File: src/rtl/mnist_seq_ctrl.sv
// rtl/mnist_seq_ctrl.sv - host-facing pixel buffer, core sequencer and result holder for mnist_top
//
// Ports:
//   clk, rst_n           clock, asynchronous active-low reset
//   in_valid/in_ready    host pixel byte handshake, in_data = 4 packed 2-bit pixels
//   core_start           one-cycle start pulse to the core
//   core_pixels          byte stream to the core (16 consecutive cycles after core_start)
//   core_done/core_busy  core status, core_prediction = predicted digit
//   res_valid/res_ready  result handshake carrying res_digit, res_timeout, res_cycles
module mnist_seq_ctrl #(
    parameter int NUM_BYTES      = 16,
    parameter int TIMEOUT_CYCLES = 8000,
    parameter int CYC_W          = 13
) (
    input  logic             clk,
    input  logic             rst_n,
    input  logic             in_valid,
    input  logic [7:0]       in_data,
    output logic             in_ready,
    output logic             core_start,
    output logic [7:0]       core_pixels,
    input  logic             core_done,
    input  logic             core_busy,
    input  logic [3:0]       core_prediction,
    output logic             res_valid,
    output logic [3:0]       res_digit,
    output logic             res_timeout,
    output logic [CYC_W-1:0] res_cycles,
    input  logic             res_ready
);

    localparam int IDX_W = $clog2(NUM_BYTES + 1);
    localparam int RD_W  = $clog2(NUM_BYTES);
    localparam logic [CYC_W-1:0] CNT_MAX = '1;
    localparam logic [CYC_W-1:0] TMO     = CYC_W'(TIMEOUT_CYCLES);

    typedef enum logic [2:0] {
        FILL   = 3'd0,
        ARM    = 3'd1,
        START  = 3'd2,
        STREAM = 3'd3,
        WAIT   = 3'd4,
        RESULT = 3'd5
    } state_t;

    state_t            state, state_nxt;
    logic [IDX_W-1:0]  wr_idx;
    logic [RD_W-1:0]   rd_idx;
    logic [CYC_W-1:0]  cnt;
    logic [7:0]        pix_buf [NUM_BYTES];

    logic wr_fire, last_wr, arm_ok, last_rd, tmo_hit;

    assign wr_fire = in_valid && in_ready;
    assign last_wr = wr_fire && (wr_idx == IDX_W'(NUM_BYTES - 1));
    // The core may still be leaving its done state from the previous image.
    assign arm_ok  = !core_done && !core_busy;
    assign last_rd = (rd_idx == RD_W'(NUM_BYTES - 1));
    assign tmo_hit = (cnt >= TMO);

    always_ff @(posedge clk or negedge rst_n) begin
        if (!rst_n) begin
            state <= FILL;
        end else begin
            state <= state_nxt;
        end
    end

    always_comb begin
        state_nxt   = state;
        in_ready    = 1'b0;
        core_start  = 1'b0;
        core_pixels = 8'd0;
        res_valid   = 1'b0;
        case (state)
            FILL: begin
                in_ready = (wr_idx < IDX_W'(NUM_BYTES));
                if (last_wr) state_nxt = ARM;
            end
            ARM: begin
                if (arm_ok) state_nxt = START;
            end
            START: begin
                core_start = 1'b1;
                state_nxt  = STREAM;
            end
            STREAM: begin
                core_pixels = pix_buf[rd_idx];
                if (last_rd) state_nxt = WAIT;
            end
            WAIT: begin
                if (core_done || tmo_hit) state_nxt = RESULT;
            end
            RESULT: begin
                res_valid = 1'b1;
                if (res_ready) state_nxt = FILL;
            end
            default: state_nxt = FILL;
        endcase
    end

    always_ff @(posedge clk or negedge rst_n) begin
        if (!rst_n) begin
            wr_idx      <= '0;
            rd_idx      <= '0;
            cnt         <= '0;
            res_digit   <= 4'd0;
            res_timeout <= 1'b0;
            res_cycles  <= '0;
        end else begin
            case (state)
                FILL: begin
                    if (wr_fire) wr_idx <= wr_idx + 1'b1;
                end
                ARM: begin
                    // Cleared on the way into START so the counter reads 0 in the
                    // core_start cycle and k cycles later reads k.
                    if (arm_ok) begin
                        cnt    <= '0;
                        rd_idx <= '0;
                    end
                end
                START: begin
                    cnt <= (cnt == CNT_MAX) ? cnt : cnt + 1'b1;
                end
                STREAM: begin
                    cnt    <= (cnt == CNT_MAX) ? cnt : cnt + 1'b1;
                    rd_idx <= rd_idx + 1'b1;
                end
                WAIT: begin
                    cnt <= (cnt == CNT_MAX) ? cnt : cnt + 1'b1;
                    // core_done takes priority over a coincident timeout.
                    if (core_done) begin
                        res_digit   <= core_prediction;
                        res_timeout <= 1'b0;
                        res_cycles  <= cnt;
                    end else if (tmo_hit) begin
                        res_digit   <= 4'hF;
                        res_timeout <= 1'b1;
                        res_cycles  <= cnt;
                    end
                end
                RESULT: begin
                    if (res_ready) wr_idx <= '0;
                end
                default: ;
            endcase
        end
    end

    // Pixel storage needs no reset: contents are only read after a full fill.
    always_ff @(posedge clk) begin
        if (wr_fire) pix_buf[wr_idx[RD_W-1:0]] <= in_data;
    end

endmodule

File: config.mk
export PLATFORM = sky130hd
export DESIGN_NAME = mnist_seq_ctrl
export DESIGN_NICKNAME = d
export VERILOG_FILES = /design/src/rtl/mnist_seq_ctrl.sv
export SDC_FILE = /design/constraint.sdc
export NUM_CORES = 1
export LEC_CHECK = 0
export CAP_MARGIN = 0
export CORE_UTILIZATION = 37
export CTS_CLUSTER_SIZE = 30
export DETAILED_ROUTE_END_ITERATION = 16
export GPL_ROUTABILITY_DRIVEN = 0
export PLACE_DENSITY = 0.54
export SKIP_LAST_GASP = 1
export SLEW_MARGIN = 20
export SYNTH_ARGS = -nofsm -noshare
export SYNTH_HDL_FRONTEND = slang
export SYNTH_SLANG_ARGS = --single-unit
File: constraint.sdc
create_clock -name clk -period 4.6 [get_ports clk]
set_clock_uncertainty 0.2 [all_clocks]
set_input_delay 0.69 -clock clk [delete_from_list [all_inputs] [get_ports clk]]
set_output_delay 0.69 -clock clk [all_outputs]
set_load 0.005 [all_outputs]
==> results.ini <==
[logic_synthesis]
synth.largest_area_cell = edfxtp_1
synthArstFlopShare_pct = 25.15
yosysSeqAreaShare_pct = 68.39
netlist_instances = 474
synth_xor_area_share_pct = 0.1218
synth_fa_ha_area_share_pct = 1.392
synth_top_family_by_area = multiplexers
synthFlopType = edfxtp_1
synth_area_sq_mm = 0.007193
ys.warnings.count = 0
synthTopCellsByArea = edfxtp_1 (53%), dfrtp_1 (15%), mux2i_1 (5.3%)
yosysUniqueCellTypes = 54
synth.avg_cell_area_sq_um = 15.18
yosys.area_share.simple_pct = 8.036
synth_top_area_share_pct = 53.44
muxShareOfSynthArea_pct = 12.33
yosys_register_bits = 171
synth_edf_count = 128
syn_nets = 500
synth_compound_area_share_pct = 7.584

[cts]
cts_tree = yes
cts_buffer_depth = 2
cts_setup_buffers = 0
worst_skew_pair.late_latency_ns = 0.43
ctsHtreeMaxLevel = 4
numClockSinks = 171
hold_buffers = 0
cts-buffers-inserted = 17
ctsResizeCount = 0
clk_transition_reported_paths_ns = 0.07
cts-root-buf = clkbuf_16

[route]
viasPerCell = 5.193
met2WireLength_microns = 7731
wl_met3_microns = 667
drcViolationCount = 0
met1Wirelength_microns = 7148
wirelength_microns = 15790
top_layer_used = met4
dr.first_iter.drc_count = 339
vias = 4134
detail_route.wl_per_cell_microns = 19.84
ant_nets = 0
first_pass_iters = 4

[status]
status = completed

[critical_path]
required_ns = 3.71
r2r-end = pix_buf[12][7]
timing.rr.start = state[2]
cp.arrival_ns = 2.81
rrSetupSlack_ns = 1.92
path_class = reg2out
start_kind = register
end_kind = output pin
path_max_fanout = 32
rr_worst_depth = 4

[timing]
worst_pin_slew_ns = 0.8848
fin_crit_ns = 3.702
worst_hold_slack_ns = 0.04797
finalSetupViolations = 0
slew_headroom_pct = 40.80
fin_setup_tns_ns = 0
rsz0062_at_grt = no
final_hold_viol_count = 0
slew_violations = 0
period_share_pct = 80.48
fmax_mhz = 270.1

[global_route]
antenna_found_initial = 0
grt_start_max_net_pins = 44
grt_pass1_wl_microns = 24900
grt_overflow = 0
grt.total_usage_pct = 16.96
grt_pass1_vias = 4283

[pwr]
p_leak_uw = 0.002974
p_clk_share_pct = 34.6
intPower_uw = 3360
total_power_uw = 4674
comb_power_share_pct = 21.3
ir_drop_mv = 0.2822
powerDensity_mw_per_mm2 = 545.2
p_seq_share_pct = 44.1
p_sw_uw = 1313
netSwitchingFraction_pct = 28.10

[floorplan]
num_rows = 50
initial_utilization_pct = 38.07
coreArea_sq_mm = 0.01889
dieArea_sq_mm = 0.02000
die_w_microns = 141.4
die_y_microns = 141.4
top_level_ports = 47

[flow_run]
cap_violations = 0

[finish]
stdcell_area_sq_mm = 0.008572
layout.nets = 549
layout_common_cells = edfxtp_1 (128), clkdlybuf4s50_1 (45), dfrtp_1 (42)
syn_to_final_growth_pct = 19.17
final_util_pct = 45.37
diodes = 0
drive_gt1_share_pct = 14.18
final_common_cell = edfxtp_1

[worst_hold_path]
hold_class = in2async

[place]
portBuffers = 46
post-dp-hpwl_microns = 10640
place_area_sq_mm = 0.007900

-- kinds of logic (layout without fill, tap and decap cells) --
logic type / count (synthesis) / in the layout
fa+ha+maj: 8 / 8
xor+xnor: 1 / 1
simple gates: 109 / 109
flops: 171 / 171
buf+inv: 31 / 93
mux: 75 / 75
compound gates: 79 / 79
-- power by group through the flow --
stage | logic (uW) | registers, uW | clock network (uW)
3_3_place_gp | 994 | 2090 | 0
6_report | 996 | 2060 | 1620
2_1_floorplan | 692 | 1980 | 0
5_1_grt | 1090 | 2100 | 1710
4_1_cts | 1010 | 2060 | 1640
3_5_place_dp | 1000 | 2090 | 0
-- flip-flops by register name, summed over array words and instances, names as in the netlist --
signal and count:
pix_buf 128, cnt 13, res_cycles 13, wr_idx 5, rd_idx 4, res_digit 4, state 3, res_timeout 1
-- Yosys cell counts (8+ instances only) --
| master | number |
|---|---|
| edfxtp_1 | 128 |
| mux4_2 | 8 |
| nor3_1 | 8 |
| nor2_1 | 18 |
| a22oi_1 | 16 |
| ha_1 | 8 |
| nand3_1 | 11 |
| o21ai_1 | 8 |
| o22ai_1 | 8 |
| buf_2 | 12 |
| nand2_1 | 35 |
| dfrtp_1 | 43 |
| mux2_2 | 23 |
| mux2i_1 | 38 |
| inv_1 | 9 |
| a21oi_1 | 9 |
| o211ai_1 | 8 |
-- final cells by class --
class / count / area (sq um)
well taps: 260 / 325.3
fillers: 1699 / 10320
inverters: 9 / 33.78
flip-flops and latches: 171 / 4921
clock buffers: 17 / 425.4
repair buffers: 52 / 503.0
multi-input cells: 272 / 2120
clock inverters: 15 / 244.0
-- worst max-delay path: stages, from the launching register on --
cell,delay [ns]
dfrtp_2,0.55
buf_4,0.49
mux2i_1,0.26
a22oi_1,0.27
nand2_1,0.09
o21ai_1,0.17
clkdlybuf4s50_1,0.52
-- stage by stage --
step,std cells,setup WS (ns)
after floorplan,474,2.196
after global placement,764,1.389
after detailed placement,764,1.346
after CTS,796,0.8808
after global routing,796,0.6956
final,796,0.8980
-- worst max path at each step --
stage,from,depth (start not counted),endpoint
floorplan,state[2],5,pix_buf[0][0]
global placement,rd_idx[0],5,core_pixels[0]
detailed placement,rd_idx[0],5,core_pixels[0]
CTS,rd_idx[0],5,core_pixels[0]
global route,rd_idx[0],5,core_pixels[0]
finish,rd_idx[1],6,core_pixels[4]
-- metal layers --
layer,vias up,GRT usage [%]
li1,1921,-
met1,2124,21.83
met2,72,27.77
met3,17,4.522
met4,0,5.886
met5,-,0
No activity file was read; power rests on OpenSTA's default activity.
